--- config.mk ---
export PLATFORM = sky130hd
export DESIGN_NAME = piso_ser
export DESIGN_NICKNAME = d
export VERILOG_FILES = /design/src/rtl/piso_ser.sv
export SDC_FILE = /design/constraint.sdc
export NUM_CORES = 1
export LEC_CHECK = 0
export ABC_AREA = 1
export ABC_CLOCK_PERIOD_IN_PS = 1900
export BUFFER_PORTS_ARGS = -buffer_cell sky130_fd_sc_hd__buf_2
export CAP_MARGIN = 20
export CORE_MARGIN = 2
export CORE_UTILIZATION = 44
export CTS_BUF_LIST = sky130_fd_sc_hd__clkbuf_4 sky130_fd_sc_hd__clkbuf_8
export DETAILED_ROUTE_END_ITERATION = 8
export GPL_TIMING_DRIVEN = 1
export PLACE_DENSITY_LB_ADDON = 0.08
export RECOVER_POWER = 100
export SYNTH_ARGS = -nofsm -noshare
export SYNTH_HDL_FRONTEND = slang
export SYNTH_SLANG_ARGS = --single-unit
--- constraint.sdc ---
create_clock -name clk -period 1.9 [get_ports clk]
set_clock_uncertainty 0.15 [all_clocks]
set_input_delay 0.38 -clock clk [delete_from_list [all_inputs] [get_ports clk]]
set_output_delay 0.38 -clock clk [all_outputs]
set_load 0.005 [all_outputs]
--- src/rtl/piso_ser.sv ---
// Parallel-in serial-out serializer with valid/ready word intake, MSB first.
// Define PISO_PARITY_EN to append an even-parity bit after din[0].
module piso_ser #(
    parameter int unsigned WIDTH = 8
) (
    input  logic             clk,
    input  logic             rst,
    input  logic [WIDTH-1:0] din,
    input  logic             din_valid,
    output logic             din_ready,
    output logic             so,
    output logic             so_valid,
    output logic             busy
);

`ifdef PISO_PARITY_EN
    localparam int unsigned FRAME_LEN = WIDTH + 1;
`else
    localparam int unsigned FRAME_LEN = WIDTH;
`endif
    localparam int unsigned CNT_W = $clog2(FRAME_LEN);
    localparam logic [CNT_W-1:0] LAST_CNT = CNT_W'(FRAME_LEN - 1);

    if (WIDTH < 2 || WIDTH > 32) begin : g_width_check
        $error("piso_ser: WIDTH must be in 2..32");
    end

    typedef enum logic [0:0] {StIdle, StShift} state_e;

    state_e                 r_state;
    state_e                 w_state_nxt;
    logic [FRAME_LEN-1:0]   r_shift;
    logic [FRAME_LEN-1:0]   w_shift_nxt;
    logic [CNT_W-1:0]       r_cnt;
    logic [CNT_W-1:0]       w_cnt_nxt;
    logic [FRAME_LEN-1:0]   w_load;
    logic                   w_last;
    logic                   w_accept;

    // Parity is folded into the loaded frame so later din changes cannot touch it.
`ifdef PISO_PARITY_EN
    assign w_load = {din, ^din};
`else
    assign w_load = din;
`endif

    assign w_last    = (r_state == StShift) && (r_cnt == LAST_CNT);
    assign din_ready = (r_state == StIdle) || w_last;
    assign w_accept  = din_valid && din_ready;

    always_comb begin
        w_state_nxt = r_state;
        w_shift_nxt = r_shift;
        w_cnt_nxt   = r_cnt;
        case (r_state)
            StIdle: begin
                if (w_accept) begin
                    w_state_nxt = StShift;
                    w_shift_nxt = w_load;
                    w_cnt_nxt   = '0;
                end
            end
            StShift: begin
                if (w_last) begin
                    if (w_accept) begin
                        w_shift_nxt = w_load;
                        w_cnt_nxt   = '0;
                    end else begin
                        w_state_nxt = StIdle;
                        w_shift_nxt = '0;
                        w_cnt_nxt   = '0;
                    end
                end else begin
                    w_shift_nxt = {r_shift[FRAME_LEN-2:0], 1'b0};
                    w_cnt_nxt   = r_cnt + CNT_W'(1);
                end
            end
            default: begin
                w_state_nxt = StIdle;
                w_shift_nxt = '0;
                w_cnt_nxt   = '0;
            end
        endcase
    end

    always_ff @(posedge clk or posedge rst) begin
        if (rst) begin
            r_state <= StIdle;
            r_shift <= '0;
            r_cnt   <= '0;
        end else begin
            r_state <= w_state_nxt;
            r_shift <= w_shift_nxt;
            r_cnt   <= w_cnt_nxt;
        end
    end

    // Outputs decode from state only, so reset clears them without waiting for a clock.
    assign so_valid = (r_state == StShift);
    assign busy     = so_valid;
    assign so       = so_valid && r_shift[FRAME_LEN-1];

endmodule

==> results of run 1 <==
==> stage by stage <==
step | TNS (ns) | hold WS (ns) | util
4_1_cts | 0 | 0.196 | 0.541
2_1_floorplan | 0 | 0.0947 | -
3_5_place_dp | 0 | 0.277 | 0.510
6_report | 0 | 0.201 | 0.551
3_3_place_gp | 0 | 0.270 | 0.510
5_1_grt | -0.00407 | 0.177 | 0.551
==> worst register-to-register path: stages (launching register included) <==
cell	delay (ns)
dfrtp_1	0.38
ha_2	0.18
ha_2	0.17
clkinv_1	0.08
buf_4	0.18
nand3_1	0.08
nand2_2	0.05
nor2_1	0.10
nor2_1	0.05
==> how the worst max path moves through the flow <==
| stage | from | cells past startpoint | endpoint | slack, ns |
|---|---|---|---|---|
| after global routing | r_cnt[0] | 5 | din_ready | -0.004 |
| final | r_cnt[0] | 5 | din_ready | 0.08 |
| after CTS | r_cnt[0] | 5 | din_ready | 0.01 |
| after detailed placement | r_cnt[0] | 5 | din_ready | 0.33 |
| after global placement | r_cnt[0] | 5 | din_ready | 0.35 |
| after floorplan | r_cnt[0] | 4 | din_ready | 0.39 |
==> synth_stat cells <==
master	count	area share
inv_8	1	0.016
o21ai_0	1	0.0072
nand2_8	1	0.029
buf_4	1	0.011
dfrtp_1	12	0.43
nand2_1	11	0.059
clkinv_1	1	0.0054
nand3_1	14	0.10
nand2_2	3	0.027
nor2_1	21	0.11
buf_6	1	0.016
buf_8	1	0.022
a21oi_1	7	0.050
ha_1	2	0.036
inv_1	9	0.049
inv_2	1	0.0054
clkbuf_8	1	0.020
==> registers in the layout, indices dropped and copies added (netlist names) <==
signal,count
busy,1
r_cnt,3
r_shift,8
==> per-layer routing <==
| metal | global-route usage | share of wire | vias to the layer above |
|---|---|---|---|
| met5 | 0 | 0 | - |
| met4 | 0.0727 | 0.0060 | 0 |
| met3 | 0.0375 | 0.032 | 2 |
| met2 | 0.256 | 0.48 | 9 |
| met1 | 0.216 | 0.48 | 266 |
| li1 | - | - | 314 |
==> cell type report <==
cell class	instances	area (µm²)
multi-input cells	60	302
well taps	16	20.0
repair buffers	19	110
flip-flops and latches	12	300
fillers	138	668
inverters	12	52.6
clock buffers	4	36.3
==> logic make-up (layout without fill, tap and decap cells) <==
logic type | Yosys count | in the layout | synth area share
and+or+nand+nor | 50 | 50 | 0.330
AOI/OAI and AO/OA | 8 | 8 | 0.0576
DFF | 12 | 12 | 0.432
buffers and inverters | 16 | 35 | 0.144
adders and majority gates | 2 | 2 | 0.0360
==> repair_timing <==
item / CTS / global route
gates resized for setup: 0 / 3
buffers inserted: 0 / 1
hold endpoints to repair: 12 / 0
hold buffers: 1 / 0
setup endpoints to repair: 0 / 1
==> power by group through the flow <==
stage | Sequential, mW | Clock [mW] | Combinational (mW)
3_5_place_dp | 0.421 | 0 | 0.455
5_1_grt | 0.429 | 0.221 | 0.556
6_report | 0.419 | 0.202 | 0.475
2_1_floorplan | 0.408 | 0 | 0.367
4_1_cts | 0.416 | 0.210 | 0.459
3_3_place_gp | 0.418 | 0 | 0.444
==> run metrics, run 1 <==
status completed; die area 1910 µm²; Power per Cell Area 1330 nW/µm²; Syn Nets 101; number of diodes 0; max-cap viol count 0; CTS tree yes; H-tree depth 1; slowest CP cell dfrtp_1; Hold Path End r_shift[0]; Core ar. 1490 µm²; Setup crit end kind output port; synthesized cell area 694 µm²; Comb pwr share 0.434; first-pass GRT wire length 2.27 mm; clock tree buffer depth 2; P&R area growth vs syn 18.2%; Final Max Slew Viols 0; fin area 821 µm²; clk_lat worst skew 0.27 ns; Clock Pin Slew Worst Setup and Hold Paths 0.08 ns; FF-to-FF End r_shift[3]; DP Worst Slack 0.328 ns; critical path class reg2out; Tot GR Track Use 0.164; clock sinks 12; Worst Tran Pin Value 0.477 ns; Top delay family on crit path flip-flops; HPWL Detailed 940 µm; Post-Layout Cell Count 123; # rows 14; RR Startpoint r_cnt[0]; grt ovf 0; Post-Synthesis Cells 88; Routed wire per std cell 10.8 µm; FF+latch count, synth 12; WP data arrival 1.29 ns; Req. time, crit path 1.37 ns; starting density of the core 0.466; number of global-route vias before repair 511; vias post-DR 591; CP peak stage delay 0.40 ns; Synth Area per Inst 7.89 µm²; commonest non-fill, non-tap cell in the layout nor2_1; Post-Route WL 1.33 mm; drt pass-1 iters 2; CTS buffer count 3; Final Hold Fails 0; Worst Setup Start Kind flip-flop; final net count 121; Pleak 0.480 nW; Post-DRT Antenna Nets 0; reg2reg path depth 8; root buffer cell clkbuf_4; crit-path cells ha_2 -> ha_2 -> clkinv_1 -> nand2_2 -> buf_2; Slew headroom 0.681; DRT iter0 DRCs 13; power share of the clock group 0.184; vias per cell 4.80; hold wc startpoint din[0]; register area share after synthesis 0.432; CP most frequent cell ha_2; residual DRC count 0; fmax 551 MHz; Area after DPL 759 µm²; Ys Warns 0; Cells after DPL 117; Yosys cell types 17; Boundary Pins 15; Die Span Y 43.7 µm; post-route total power 1.10 mW; highest-count cells in the layout ignoring fill and taps nor2_1 (21), nand3_1 (14), buf_2 (14); Sequential Power Share 0.382; time the worst path needs with I/O delays and setup 1.82 ns; IO buf count 14; switching share of total power 0.371; Die W 43.7 µm; initial antenna violation count 0; worst reg2reg setup slack 0.38 ns; worst vdd ir 0.868 mV; Internal Power 0.690 mW; largest net degree at the start of global routing 15; hold path depth 3; setup ws final 0.0850 ns; Net Sw Power 0.406 mW; worst-path maximum fanout 4; part of the cycle the worst path needs 0.955; Final setup violation count 0; share of cells above drive strength 1 0.290; GP Congestion 0.766; buffer and inverter count on the worst path 2; Hold Crit Class in2reg
Power figures use the tool's default switching activity.
==> inputs of run 2 (changes only) <==
--- a/config.mk
+++ b/config.mk
@@ -9,6 +9,7 @@
 export ABC_CLOCK_PERIOD_IN_PS = 1900
 export BUFFER_PORTS_ARGS = -buffer_cell sky130_fd_sc_hd__buf_2
 export CAP_MARGIN = 20
+export CORE_ASPECT_RATIO = 1.1
 export CORE_MARGIN = 2
 export CORE_UTILIZATION = 44
 export CTS_BUF_LIST = sky130_fd_sc_hd__clkbuf_4 sky130_fd_sc_hd__clkbuf_8
==> constraint.sdc (replaced) <==
create_clock -name clk -period 1.9 [get_ports clk]
set_clock_uncertainty 0.15 [all_clocks]
set_input_delay 0.19 -clock clk [delete_from_list [all_inputs] [get_ports clk]]
set_output_delay 0.19 -clock clk [all_outputs]
set_load 0.005 [all_outputs]
==> run 2 against run 1 <==
Core utilization is 0.89 points lower; register-to-register slack worse by 0.18 ns; design area is 0.46% higher; hold slack worse by 0.13 ns; sequential share of layout area is 0.17 points lower; sequential cell count stayed put; die area hardly changed; critical path type unchanged.
==> run metrics, run 2 (same netlist as run 1, synthesis figures left out) <==
CTS buffer count 3 (unchanged); Core ar. 1520 µm² (+2.1%); Worst Setup Start Kind flip-flop; worst-path maximum fanout 4 (unchanged); Post-DRT Antenna Nets 0 (unchanged); buffer and inverter count on the worst path 2 (unchanged); CTS tree yes; residual DRC count 0 (unchanged); reg2reg path depth 8 (unchanged); clock tree buffer depth 2 (unchanged); share of cells above drive strength 1 0.259 (-0.0305); DRT iter0 DRCs 10 (-3); Final Hold Fails 0 (unchanged); GP Congestion 0.756 (-1.4%); P&R area growth vs syn 18.7%; Routed wire per std cell 9.88 µm (-8.5%); Power per Cell Area 1290 nW/µm² (-3.0%); number of global-route vias before repair 490 (-4.1%); Pleak 0.485 nW (+0.97%); worst vdd ir 0.607 mV (-30%); die area 1910 µm² (about the same); Worst Tran Pin Value 0.504 ns (+0.0262 ns); crit-path cells ha_1 -> ha_1 -> clkinvlp_4 -> nand2_1 -> buf_2; Core Util, Final 0.542 (-0.00887); initial antenna violation count 0 (unchanged); # rows 15 (+1); grt ovf 0 (unchanged); clk_lat worst skew 0.27 ns (about the same); RSZ-0062 raised after global routing no; Critical Path Sink din_ready; CP most frequent cell ha_1; max-cap viol count 0 (unchanged); time the worst path needs with I/O delays and setup 1.78 ns (-0.0306 ns); HPWL Detailed 874 µm (-7.1%); setup TNS 0 ns (unchanged); vias per cell 4.65 (-3.3%); Tot GR Track Use 0.151 (-0.0130); slowest CP cell dfrtp_1; first-pass GRT wire length 2.17 mm (-4.6%); number of flip-flops under the largest register name 8 (unchanged); Hold Crit Class in2reg; vias post-DR 581 (-1.7%); FF-to-FF End r_shift[2]; Slew headroom 0.664 (-0.0171); CP Launch Point r_cnt[0]; part of the cycle the worst path needs 0.939 (-0.0161); IO buf count 14 (unchanged); drt pass-1 iters 4 (+2); commonest non-fill, non-tap cell in the layout nor2_1; Die Span Y 45.7 µm (+4.4%); Critical Path Stages 5 (unchanged); WP data arrival 1.44 ns (+0.15 ns); highest-count cells in the layout ignoring fill and taps nor2_1 (21), nand3_1 (14), buf_2 (14); Final Max Slew Viols 0 (unchanged); post-route total power 1.07 mW (-2.6%); critical path class reg2out; Post-Route WL 1.24 mm (-7.0%); root buffer cell clkbuf_4; CP peak stage delay 0.40 ns (about the same); number of diodes 0 (unchanged); largest net degree at the start of global routing 15 (unchanged); fmax 560 MHz (+1.7%); Setup crit end kind output port; starting density of the core 0.457 (-0.00960); Boundary Pins 15 (unchanged); worst reg2reg setup slack 0.20 ns (-0.18 ns); status completed; Req. time, crit path 1.56 ns (+0.19 ns); H-tree depth 1 (unchanged); Die W 41.9 µm (-4.2%); Final setup violation count 0 (unchanged); Clock Pin Slew Worst Setup and Hold Paths 0.08 ns (about the same); clock sinks 12 (unchanged); final net count 122 (+0.83%); Top reg by flops r_shift; Top delay family on crit path adder cells; RR Startpoint r_cnt[0]
## run 2: how the worst min path moves through the flow
stage,startpoint,end,depth (start not counted)
after floorplan,rst,busy,1
after global placement,rst,r_shift[7],2
after detailed placement,rst,r_shift[7],2
after CTS,din_valid,r_shift[0],3
after global routing,din_valid,r_shift[0],3
final,din_valid,r_shift[0],3
## run 2: worst min-delay path, stage by stage
cell     delay (ns)
buf_2          0.12
nand3_1        0.09
nand2_1        0.05
## run 2: timing repair
item | CTS | global route
hold endpoints to repair | 13 | 0
buffers inserted | 0 | 3
setup endpoints to repair | 0 | 1
resized for setup | 0 | 1
hold buffers | 2 | 0
## run 2: cell type report
class	instances	area [µm²]
Clock buffer	4	36.3
Fill cell	153	696
Inverter	12	56.3
Multi-Input combinational cell	60	294
Sequential cell	12	300
Tap cell	17	21.3
Timing Repair Buffer	20	116
## run 2: power breakdown
group,switching [mW],leakage [nW],total (mW),internal (mW)
sequential,0.0738,0.150,0.433,0.359
combinational,0.233,0.314,0.431,0.197
clock,0.0875,0.0210,0.204,0.116
total,0.395,0.485,1.07,0.672
## run 2: through the flow
| step | cell area [µm²] | hold WS, ns | worst slack, ns | instances |
|---|---|---|---|---|
| 2_1_floorplan | 694 | -0.0953 | 0.527 | 88 |
| 3_3_place_gp | 746 | 0.0719 | 0.381 | 116 |
| 3_5_place_dp | 746 | 0.0819 | 0.322 | 116 |
| 4_1_cts | 802 | 0.0362 | 0.0323 | 122 |
| 5_1_grt | 825 | 0.0871 | 0.0118 | 125 |
| 6_report | 825 | 0.0665 | 0.116 | 125 |
## run 2: metal layers
| metal | track usage | routed length (µm) | vias to the layer above |
|---|---|---|---|
| li1 | - | - | 316 |
| met1 | 0.220 | 630 | 257 |
| met2 | 0.225 | 557 | 6 |
| met3 | 0.0238 | 35 | 2 |
| met4 | 0.0581 | 12 | 0 |
| met5 | 0 | 0 | - |
==> inputs of run 3 (changes only) <==
--- a/config.mk
+++ b/config.mk
@@ -7,13 +7,13 @@
 export LEC_CHECK = 0
 export ABC_AREA = 1
 export ABC_CLOCK_PERIOD_IN_PS = 1900
-export BUFFER_PORTS_ARGS = -buffer_cell sky130_fd_sc_hd__buf_2
 export CAP_MARGIN = 20
 export CORE_ASPECT_RATIO = 1.1
 export CORE_MARGIN = 2
 export CORE_UTILIZATION = 44
 export CTS_BUF_LIST = sky130_fd_sc_hd__clkbuf_4 sky130_fd_sc_hd__clkbuf_8
 export DETAILED_ROUTE_END_ITERATION = 8
+export DONT_BUFFER_PORTS = 1
 export GPL_TIMING_DRIVEN = 1
 export PLACE_DENSITY_LB_ADDON = 0.08
 export RECOVER_POWER = 100
==> run 3 against run 2 <==
Global-route usage is 1.3 points higher; register-to-register slack better by 0.16 ns; via count is 4.5% lower; routed wire length is 0.73% higher; largest power group unchanged; count of clock-buffer cells in the layout stayed put.
==> run metrics, run 3 (same netlist as run 1, synthesis figures left out) <==
commonest non-fill, non-tap cell in the layout nor2_1; Top reg by flops r_shift; CP peak stage delay 0.36 ns (-0.04 ns); P&R area growth vs syn 13.2%; starting density of the core 0.457 (unchanged); CTS buffer count 3 (unchanged); clock sinks 12 (unchanged); fmax 581 MHz (+3.6%); Final setup violation count 0 (unchanged); Die Span Y 45.7 µm (unchanged); Slew headroom 0.690 (+0.0260); CTS tree yes; Post-Route WL 1.24 mm (+0.73%); Hold Crit Class in2reg; slowest CP cell dfrtp_1; GP Congestion 0.789 (+4.5%); setup TNS 0 ns (unchanged); # rows 15 (unchanged); fillers 164 (+7.2%); Final Hold Fails 0 (unchanged); worst vdd ir 0.643 mV (+6.0%); Tot GR Track Use 0.164 (+0.0129); Pleak 0.441 nW (-8.9%); worst reg2reg setup slack 0.36 ns (+0.16 ns); RR Startpoint r_cnt[0]; clk_lat worst skew 0.27 ns (about the same); Hold Path End r_shift[2]; drt pass-1 iters 4 (unchanged); H-tree depth 1 (unchanged); first-pass GRT wire length 2.31 mm (+6.7%); CP most frequent cell ha_1; Worst Setup Start Kind flip-flop; initial antenna violation count 0 (unchanged); FF-to-FF End r_cnt[0]; root buffer cell clkbuf_4; number of global-route vias before repair 547 (+12%); Power per Cell Area 1300 nW/µm² (+0.68%); vias per cell 4.91 (+5.7%); max-cap viol count 0 (unchanged); Setup crit end kind output port; share of cells above drive strength 1 0.125 (-0.134); Worst Tran Pin Value 0.464 ns (-0.0395 ns); critical path class reg2out; grt ovf 0 (unchanged); DP Worst Slack 0.341 ns (+0.0187 ns); residual DRC count 0 (unchanged); hold wc startpoint din[2]; vias post-DR 555 (-4.5%); Post-DRT Antenna Nets 0 (unchanged); Core ar. 1520 µm² (unchanged); Boundary Pins 15 (unchanged); clock tree buffer depth 2 (unchanged); largest net degree at the start of global routing 15 (unchanged); Routed wire per std cell 11.0 µm (+11%); Clock Pin Slew Worst Setup and Hold Paths 0.08 ns (about the same); final net count 110 (-9.8%); hold path depth 4 (+1); highest-count cells in the layout ignoring fill and taps nor2_1 (21), nand3_1 (14), dfrtp_1 (12); post-CTS setup buffer count 0 (unchanged); DRT iter0 DRCs 11 (+1); number of flip-flops under the largest register name 8 (unchanged); RSZ-0062 raised after global routing no; number of diodes 0 (unchanged); IO buf count 0 (-14); WP data arrival 1.38 ns (-0.06 ns); crit-path cells ha_1 -> ha_1 -> clkinvlp_4 -> nand2_1; status completed; part of the cycle the worst path needs 0.906 (-0.0330); time the worst path needs with I/O delays and setup 1.72 ns (-0.0627 ns); die area 1910 µm² (unchanged); Req. time, crit path 1.56 ns (about the same); setup ws final 0.178 ns (+0.0627 ns); HPWL Detailed 894 µm (+2.3%); reg2reg path depth 5 (-3); Final Max Slew Viols 0 (unchanged); Die W 41.9 µm (unchanged); worst-path maximum fanout 10 (+6)
## run 3: repair_timing
action,CTS,global route
endpoints found under the setup margin,0,1
hold buffers,7,0
endpoints found under the hold margin,18,0
gates resized for setup,0,1
## run 3: worst max path at each step
stage,depth (start not counted),to,from,slack [ns]
floorplan,6,r_shift[0],r_cnt[0],0.53
global placement,7,r_shift[3],r_cnt[0],0.34
detailed placement,7,r_shift[3],r_cnt[0],0.34
CTS,4,din_ready,r_cnt[0],0.10
global route,4,din_ready,r_cnt[0],0.04
finish,4,din_ready,r_cnt[0],0.18
## run 3: cell type report
class                           instances  area, µm²  area share
Tap cell                               17       21.3      0.0271
Inverter                               12       56.3      0.0717
Multi-Input combinational cell         60        294       0.374
Clock buffer                            4       36.3      0.0462
Sequential cell                        12        300       0.382
Timing Repair Buffer                    8       77.6      0.0987
## run 3: critical path, delay by kind of cell, from the launching register on
kind                       cells  cell delay, ns
and+or+nand+nor                1            0.20
buffers and inverters          1            0.21
DFF                            1            0.36
adders and majority gates      2            0.35
## run 3: layer usage
metal	routed length, µm	up-vias	global-route usage	share of wire
li1	-	294	-	-
met1	603	249	0.213	0.48
met2	593	10	0.244	0.48
met3	34	2	0.0397	0.027
met4	12	0	0.110	0.0096
met5	0	-	0	0
## run 3: power breakdown
| part | switching (mW) | leakage [nW] | internal (mW) |
|---|---|---|---|
| Combinational | 0.233 | 0.270 | 0.164 |
| Sequential | 0.0688 | 0.150 | 0.359 |
| Clock | 0.0825 | 0.0210 | 0.116 |
## run 3: stage by stage
step | instance area [µm²] | utilization | hold slack [ns] | std cells | power, mW
after floorplan | 694 | - | -0.0953 | 88 | 0.774
after global placement | 676 | 0.444 | -0.0296 | 102 | 0.815
after detailed placement | 676 | 0.444 | -0.0245 | 102 | 0.823
after CTS | 782 | 0.514 | 0.000217 | 113 | 1.04
after global routing | 786 | 0.517 | 0.0119 | 113 | 1.13
final | 786 | 0.517 | 0.000685 | 113 | 1.02
